### config.mk
export PLATFORM = sky130hd
export DESIGN_NAME = page_rank
export DESIGN_NICKNAME = d
export VERILOG_FILES = /design/src/rtl/page_rank.sv
export SDC_FILE = /design/constraint.sdc
export NUM_CORES = 2
export LEC_CHECK = 0
export ABC_AREA = 1
export ABC_CLOCK_PERIOD_IN_PS = 45700
export CORE_AREA = 2 2 589 591
export CTS_CLUSTER_SIZE = 30
export DETAILED_ROUTE_END_ITERATION = 10
export DIE_AREA = 0 0 591 593
export HOLD_SLACK_MARGIN = 0.08
export SYNTH_ARGS = -nofsm -noshare
export SYNTH_HDL_FRONTEND = slang
export SYNTH_SLANG_ARGS = --single-unit
### constraint.sdc
create_clock -name clk -period 45.7 [get_ports clk]
set_input_delay 4.57 -clock clk [delete_from_list [all_inputs] [get_ports clk]]
set_output_delay 4.57 -clock clk [all_outputs]
set_load 0.1 [all_outputs]
### src/rtl/page_rank.sv
// Prefix-sum engine: streams N_BEATS 512-bit beats through running 32-bit-lane inclusive
// prefix sums. Results are written to a host-chosen base, and the 64-bit grand total is exposed via softreg.
module page_rank #(
    parameter int unsigned N_BEATS     = 4,
    parameter logic [63:0] READ_BASE   = 64'h0,
    parameter logic [63:0] WRITE_ADDR0 = 64'h0,
    parameter logic [63:0] DONE_ALL    = 64'h8
) (
    input  logic         clk,
    input  logic         rst,
    output logic [15:0]  arid_m,
    output logic [63:0]  araddr_m,
    output logic [7:0]   arlen_m,
    output logic [2:0]   arsize_m,
    output logic         arvalid_m,
    input  logic         arready_m,
    input  logic [15:0]  rid_m,
    input  logic [511:0] rdata_m,
    input  logic [1:0]   rresp_m,
    input  logic         rlast_m,
    input  logic         rvalid_m,
    output logic         rready_m,
    output logic [15:0]  awid_m,
    output logic [63:0]  awaddr_m,
    output logic [7:0]   awlen_m,
    output logic [2:0]   awsize_m,
    output logic         awvalid_m,
    input  logic         awready_m,
    output logic [15:0]  wid_m,
    output logic [511:0] wdata_m,
    output logic [63:0]  wstrb_m,
    output logic         wlast_m,
    output logic         wvalid_m,
    input  logic         wready_m,
    input  logic [15:0]  bid_m,
    input  logic [1:0]   bresp_m,
    input  logic         bvalid_m,
    output logic         bready_m,
    input  logic         softreg_req_valid,
    input  logic         softreg_req_isWrite,
    input  logic [31:0]  softreg_req_addr,
    input  logic [63:0]  softreg_req_data,
    output logic         softreg_resp_valid,
    output logic [63:0]  softreg_resp_data
);
    localparam int unsigned LANES  = 16;
    localparam int unsigned LANE_W = 32;
    localparam int unsigned BEAT_W = LANES * LANE_W;
    localparam int unsigned IDX_W  = $clog2(N_BEATS + 1);

    localparam logic [2:0] S_IDLE = 3'd0;
    localparam logic [2:0] S_RA   = 3'd1;
    localparam logic [2:0] S_RD   = 3'd2;
    localparam logic [2:0] S_WA   = 3'd3;
    localparam logic [2:0] S_WD   = 3'd4;
    localparam logic [2:0] S_WB   = 3'd5;
    localparam logic [2:0] S_DONE = 3'd6;

    logic [2:0]        state, state_nxt;
    logic [IDX_W-1:0]  idx, idx_nxt;
    logic [63:0]       total, total_nxt;
    logic [63:0]       base, base_nxt;
    logic              done, done_nxt;
    logic              pend, pend_nxt;
    logic [BEAT_W-1:0] beat, beat_nxt;
    logic [BEAT_W-1:0] sum_beat;
    logic [63:0]       acc;
    logic              resp_v_nxt;
    logic [63:0]       resp_d_nxt;
    logic              wr_start, rd_req;

    assign arid_m   = '0;
    assign arlen_m  = '0;
    assign arsize_m = 3'd6;
    assign awid_m   = '0;
    assign awlen_m  = '0;
    assign awsize_m = 3'd6;
    assign wid_m    = '0;
    assign wstrb_m  = '1;
    assign wlast_m  = wvalid_m;

    logic unused_inputs;
    assign unused_inputs = ^{rid_m, rresp_m, rlast_m, bid_m, bresp_m};

    // Next-state, datapath and softreg response decode
    always_comb begin
        state_nxt  = state;
        idx_nxt    = idx;
        total_nxt  = total;
        base_nxt   = base;
        done_nxt   = done;
        pend_nxt   = pend;
        beat_nxt   = beat;
        resp_v_nxt = 1'b0;
        resp_d_nxt = '0;
        sum_beat   = '0;
        acc        = total;

        for (int j = 0; j < LANES; j++) begin
            acc = acc + 64'(rdata_m[j*LANE_W +: LANE_W]);
            sum_beat[j*LANE_W +: LANE_W] = acc[LANE_W-1:0];
        end

        wr_start = softreg_req_valid && softreg_req_isWrite && (softreg_req_addr == 32'(WRITE_ADDR0));
        rd_req   = softreg_req_valid && !softreg_req_isWrite;

        case (state)
            S_IDLE, S_DONE: begin
                if (wr_start) begin
                    base_nxt  = softreg_req_data;
                    total_nxt = '0;
                    idx_nxt   = '0;
                    done_nxt  = 1'b0;
                    state_nxt = S_RA;
                end
            end
            S_RA: if (arready_m) state_nxt = S_RD;
            S_RD: begin
                if (rvalid_m) begin
                    beat_nxt  = sum_beat;
                    total_nxt = acc;
                    state_nxt = S_WA;
                end
            end
            S_WA: if (awready_m) state_nxt = S_WD;
            S_WD: if (wready_m) state_nxt = S_WB;
            S_WB: begin
                if (bvalid_m) begin
                    idx_nxt = idx + IDX_W'(1);
                    if (idx_nxt == IDX_W'(N_BEATS)) begin
                        done_nxt  = 1'b1;
                        state_nxt = S_DONE;
                    end else begin
                        state_nxt = S_RA;
                    end
                end
            end
            default: state_nxt = S_IDLE;
        endcase

        if (rd_req) begin
            if (softreg_req_addr == 32'(WRITE_ADDR0)) begin
                resp_v_nxt = 1'b1;
                resp_d_nxt = base;
            end else if (softreg_req_addr == 32'(DONE_ALL)) begin
                if (done) begin
                    resp_v_nxt = 1'b1;
                    resp_d_nxt = total;
                end else begin
                    pend_nxt = 1'b1;
                end
            end else begin
                resp_v_nxt = 1'b1;
                resp_d_nxt = '0;
            end
        end

        // A parked DONE_ALL read (including one arriving right now) is answered on DONE entry
        if (pend_nxt && (state != S_DONE) && (state_nxt == S_DONE)) begin
            resp_v_nxt = 1'b1;
            resp_d_nxt = total_nxt;
            pend_nxt   = 1'b0;
        end
    end

    // State and registered outputs; valids track the next state so they are high exactly in their state
    always_ff @(posedge clk or negedge rst) begin
        if (!rst) begin
            state              <= S_IDLE;
            idx                <= '0;
            total              <= '0;
            base               <= '0;
            done               <= 1'b0;
            pend               <= 1'b0;
            beat               <= '0;
            arvalid_m          <= 1'b0;
            araddr_m           <= '0;
            rready_m           <= 1'b0;
            awvalid_m          <= 1'b0;
            awaddr_m           <= '0;
            wvalid_m           <= 1'b0;
            wdata_m            <= '0;
            bready_m           <= 1'b0;
            softreg_resp_valid <= 1'b0;
            softreg_resp_data  <= '0;
        end else begin
            state              <= state_nxt;
            idx                <= idx_nxt;
            total              <= total_nxt;
            base               <= base_nxt;
            done               <= done_nxt;
            pend               <= pend_nxt;
            beat               <= beat_nxt;
            arvalid_m          <= (state_nxt == S_RA);
            araddr_m           <= READ_BASE + 64'({idx_nxt, 6'b0});
            rready_m           <= (state_nxt == S_RD);
            awvalid_m          <= (state_nxt == S_WA);
            awaddr_m           <= base_nxt + 64'({idx_nxt, 6'b0});
            wvalid_m           <= (state_nxt == S_WD);
            wdata_m            <= beat_nxt;
            bready_m           <= (state_nxt == S_WB);
            softreg_resp_valid <= resp_v_nxt;
            softreg_resp_data  <= resp_d_nxt;
        end
    end
endmodule

* Word-level counts from Yosys, hierarchy flattened
Index checks and enable logic that the tools add are counted.
Cells by class: add/sub/neg operators 18, eq/ne operators 18, mux-type cells 35, reductions and logical operators 12
Operators with widths (count):
- adder 64 x 32 -> 64 bit | 16
- 2-to-1 mux 64 bit | 9
- one-hot mux 64 bit (2 select lines) | 1
- adder 64 x 9 -> 64 bit | 1
- equality test 32 x 4 -> 1 bit, second input constant | 1
- logical NOT 32 bit | 1
- 2-to-1 mux 3 bit | 9
- equality test 3 bit, second input constant | 7
- one-hot mux 3 bit (6 select lines) | 1
- 2-to-1 mux 1 bit | 13
- equality test 3 x 2 -> 1 bit, second input constant | 4
- equality test 3 x 1 -> 1 bit, second input constant | 2
- inequality test 2 bit, second input constant | 3
- one-hot mux 3 bit (2 select lines) | 1
- logical AND 1 bit | 5
- AND reduction 4 bit | 1
- adder 3 x 1 -> 3 bit, second input constant | 1
- logical NOT 3 bit | 1
- inequality test 3 bit, second input constant | 1
- one-hot mux 1 bit (2 select lines) | 1
- AND reduction 2 bit | 1
- nonzero test 2 bit | 1
- OR reduction 2 bit | 1
- logical NOT 1 bit | 1
Word-level totals: flip-flop bits (word level) 782, bits of input ports 654, output and inout port bits 845, logic and storage cells 98

* Longest topological paths before layout
depth after elaboration 19, gate-level depth with buffers 130

* Worst setup path after synthesis
OpenSTA, ideal clock, no wires.
path type input-to-reg, start in rdata_m[0], end reg softreg_resp_data[62], setup time 121 ps, arrival 22219 ps, setup slack 23360 ps, stages 108, path buffers 0, cells stage by stage ha_1 > fa_1 > nand3_1 > nand3_1 > xor2_1 > ha_1 > nand2_1 > inv_1 > a21oi_1 > xnor2_1 > ha_1 > a21oi_1 > o21a_1 > o31ai_1 > xor2_1 > inv_1 > ha_1 > a21oi_1 > (+72 left out) > and3_1 > inv_1 > nor2_1 > nand3_1 > nor2_1 > nand3_1 > nor3_1 > nand2_1 > nor2_1 > nand2_1 > nor2_2 > nand2_1 > nand2_1 > nand3_1 > nand2_1 > nand2_2 > nand2_1 > nand2_1
On the way: longest elaborated chain between the ends 19
Ends and longest elaborated chain:
- start: declaration | line 18 | input logic [511:0] rdata_m,
- adder 64 x 32 -> 64 bit | line 100 | acc = acc + 64'(rdata_m[j*LANE_W +: LANE_W]);
- named net sum_beat[4] | line 66 | logic [BEAT_W-1:0] sum_beat;
- adder 64 x 32 -> 64 bit | line 100
- named net sum_beat[37] | line 66
- adder 64 x 32 -> 64 bit | line 100
- named net sum_beat[70] | line 66
- adder 64 x 32 -> 64 bit | line 100
- named net sum_beat[103] | line 66
- (+1 left out)
- named net sum_beat[136] | line 66
- (+1 left out)
- named net sum_beat[175] | line 66
- (+1 left out)
- named net sum_beat[208] | line 66
- (+1 left out)
- named net sum_beat[241] | line 66
- (+1 left out)
- named net sum_beat[274] | line 66
- (+1 left out)
- named net sum_beat[306] | line 66
- (+1 left out)
- named net sum_beat[339] | line 66
- (+1 left out)
- named net sum_beat[371] | line 66
- (+1 left out)
- named net sum_beat[404] | line 66
- (+1 left out)
- named net sum_beat[437] | line 66
- adder 64 x 32 -> 64 bit | line 100
- named net sum_beat[470] | line 66
- adder 64 x 32 -> 64 bit | line 100
- 2-to-1 mux 64 bit | line 119 | if (rvalid_m) begin
- one-hot mux 64 bit (2 select lines) | line 107 | case (state)
- named net total_nxt[62] | line 61 | logic [63:0] total, total_nxt;
- 2-to-1 mux 64 bit | line 159 | if (pend_nxt && (state != S_DONE) && (state_nxt == S_DONE)) begin
- named net resp_d_nxt[62] | line 69 | logic [63:0] resp_d_nxt;
- end signal: assignment | line 203 | softreg_resp_data <= resp_d_nxt;
- end: declaration | line 44 | output logic [63:0] softreg_resp_data
The timed path passes the listed nets, and every way through them passes these cells. A chain may end at the register's enable or synchronous reset.

* Worst setup path after layout
start in rdata_m[0], end reg softreg_resp_data[63]
Same word-level chain as after synthesis.

==> impl_metrics.py <==
metrics = {
    "floorplanning": {
        "die-height_um": 593,
        "start_util": 0.2074,
        "pin_count": 1499,
        "core_sq_um": 344600,
        "die_area_sq_um": 350500,
        "rows": 216,
        "die_x_um": 591,
    },
    "critical_path": {
        "worstPathArrival_ps": 31660,
        "critical-path-max-stage-delay_ps": 900,
        "critical_path_required_ps": 46450,
        "r2r_start": "total[0]",
        "rrSetupSlack_ps": 18410,
        "crit_start": "rdata_m[0]",
        "ff2ff_path_depth": 108,
        "critPathKind": "input port to flip-flop",
        "critical_path.slowest_cell": "o21ai_0",
        "setup.worst_path.end_class": "flip-flop",
        "worstPathMaxFanout": 6,
        "timing.rr.end": "softreg_resp_data[63]",
        "cp-start-kind": "input port",
    },
    "worst_hold_path": {
        "min_from": "beat[96]",
        "holdPathStages": 2,
        "hold_class": "flip-flop to flip-flop",
        "holdPathEnd": "beat[96]",
    },
    "logic_synthesis": {
        "ys_seq_area_frac": 0.2718,
        "synth_edf_count": 0,
        "synth-main-ff-cell": "dfrtp_1",
        "async_reset_ff_frac": 1.000,
        "synth_compound_area_frac": 0.1064,
        "synth_top_area_share": 0.2718,
        "ys_warn_count": 0,
        "yosys-top-cells-area": "dfrtp_1 (27%), nand2_1 (21%), ha_1 (9.2%), inv_1 (5.6%), xor2_1 (4.8%)",
        "synth.most_common_cell": "nand2_1",
        "syn_avg_cell_area_sq_um": 6.508,
        "ys_ff_latch": 776,
        "syn_area_sq_um": 71460,
        "yosysUniqueCellTypes": 74,
        "synth-xor-area-share": 0.07205,
        "netlist_instances": 10980,
        "synth_mux_area_frac": 0,
        "synth_simple_gate_area_frac": 0.3614,
        "synth_commonest_cells": "nand2_1 (4012), inv_1 (1069), nor2_1 (823)",
        "synth_top_family_by_area": "simple AND/OR/NAND/NOR gates",
        "yosysTopAreaCell": "dfrtp_1",
        "yosys.area_share.adder": 0.09652,
    },
    "sta": {
        "min_period_ps": 30910,
        "tns_ps": 0,
        "finalCritPeriodShare": 0.6763,
        "max_freq_ghz": 0.03235,
        "slew_headroom": 0.1793,
        "setup_viol": 0,
        "worst_pin_slew_ps": 1227,
        "clock_skew_ps": 101.5,
        "rsz0062_at_grt": "false",
        "slew_violations": 0,
        "hold_viol_final": 0,
        "hold_slack_ps": 476.1,
    },
    "global_route": {
        "grt_max_degree": 191,
        "grt_overflow": 0,
        "met2_usage": 0.3696,
        "top_usage_layer": "met2",
        "grt_pass1_wl_um": 565700,
        "antenna_found_initial": 150,
        "grt_use_met1": 0.2684,
        "met3_usage": 0.08080,
        "grtUsageTotal": 0.2289,
        "grt_pass1_vias": 73760,
    },
    "place": {
        "detailed_place_hpwl_um": 362100,
        "port_buffers": 1266,
        "gp_congestion": 0.9782,
    },
    "clock_tree": {
        "cts_tree": "yes",
        "cts_setup_buffers": 0,
        "clockRootBuffer": "clkbuf_16",
        "cts_hold_buffers": 0,
        "cts_buffer_depth": 4,
        "cts_buffers": 106,
        "htreeDepth": 3,
        "clock_latency_ps": 900,
        "postCtsResizedCells": 0,
        "cts.sinks": 776,
        "path_clk_slew_ps": 60,
    },
    "finish": {
        "layout-drive-gt1-share": 0.06759,
        "syn2layout_area_growth_pct": 29.08,
        "final_util": 0.2677,
        "fillCellCount": 38670,
        "fin_nets": 13420,
    },
    "detailed_routing": {
        "via_per_inst": 4.578,
        "wl_um": 416900,
        "via_count": 77590,
        "drtIter0Drc": 6107,
        "drc": 0,
        "wl_per_cell_um": 24.60,
        "postRouteAntennaNets": 0,
        "first_pass_iters": 5,
    },
    "outcome": {
        "status": "complete, no violations",
    },
    "job": {
        "drv_cap": 0,
    },
}
[kinds of logic (layout without fill, tap and decap cells)]
kind of cell / count (synthesis) / in the layout
compound gates: 1384 / 1384
buf+inv: 1530 / 2667
simple gates: 6159 / 6159
fa+ha+maj: 541 / 541
xor+xnor: 587 / 587
flops: 776 / 776
other cells: 2 / 258
[cell type report]
type                       count  area (sq um)  share of cell area
antenna                       63         157.7            0.001709
inverter                    1157          4352             0.04718
timing repair buffer        1321         12670              0.1374
sequential                   776         19420              0.2105
clock inverter                52         648.1            0.007027
clock buffer                 137          3009             0.03262
tap                         4578          5728             0.06210
multi-input combinational   8866         46250              0.5014
[worst max-delay path by stage]
| stage | slack (ps) | depth (start not counted) | to |
|---|---|---|---|
| after global routing | 13620 | 111 | softreg_resp_data[63] |
| final | 14790 | 109 | softreg_resp_data[63] |
| after detailed placement | 14700 | 111 | softreg_resp_data[63] |
| after floorplan | 23360 | 108 | softreg_resp_data[62] |
| after global placement | 14590 | 111 | softreg_resp_data[63] |
| after CTS | 15490 | 111 | softreg_resp_data[63] |
[per-layer routing]
metal	vias up	wire length, um
met1	36460	166400
li1	37680	-
met4	58	22910
met5	-	371
met2	2706	186700
met3	687	40520
[per-stage QoR]
stage	cell area (sq um)	setup WS, ps	instances
2_1_floorplan	72180	23360	11170
6_report	92240	14790	16950
5_1_grt	92200	13620	16940
3_5_place_dp	88420	14700	16700
4_1_cts	92080	15490	16890
3_3_place_gp	88420	14590	16700
[registers in the layout (all words and copies together), names as in the netlist, 3 cells and up]
register           cells
awaddr_m              58
state                  3
base                  64
araddr_m               3
softreg_resp_data     64
total                 64
beat                 512
[critical path, delay by kind of cell]
kind / cells / cell delay (ps)
XOR/XNOR: 14 / 5940
buffers and inverters: 8 / 840
AND/OR/NAND/NOR: 36 / 5130
AO/OA/AOI/OAI: 34 / 8280
adder cells (fa/ha/maj): 17 / 6790
[layout by cell type (no fill, tap or decap), types with 24 or more instances in the layout]
cell type | synthesis | final
inv_2 | 76 | 77
nand3_1 | 622 | 622
clkdlybuf4s50_1 | 0 | 1094
xnor2_1 | 195 | 195
ha_1 | 524 | 524
o21ai_1 | 47 | 48
nand4_1 | 167 | 167
nor2_2 | 104 | 105
nor2_1 | 823 | 820
a31oi_1 | 28 | 28
nand3b_1 | 26 | 26
conb_1 | 2 | 195
o21bai_1 | 32 | 32
nand2_2 | 149 | 149
buf_4 | 203 | 213
nor4_1 | 39 | 39
a21oi_1 | 619 | 615
xor2_1 | 391 | 391
nor3_1 | 112 | 111
dfrtp_1 | 776 | 776
diode_2 | 0 | 63
clkbuf_16 | 0 | 106
o21ai_0 | 463 | 461
inv_1 | 1069 | 1067
nand2_1 | 4012 | 4012
o211ai_1 | 41 | 41
clkbuf_8 | 2 | 24
Power is left out: the tool's default activity adds up to more than one toggle a clock period on the data nets, which glitch-free logic cannot reach.
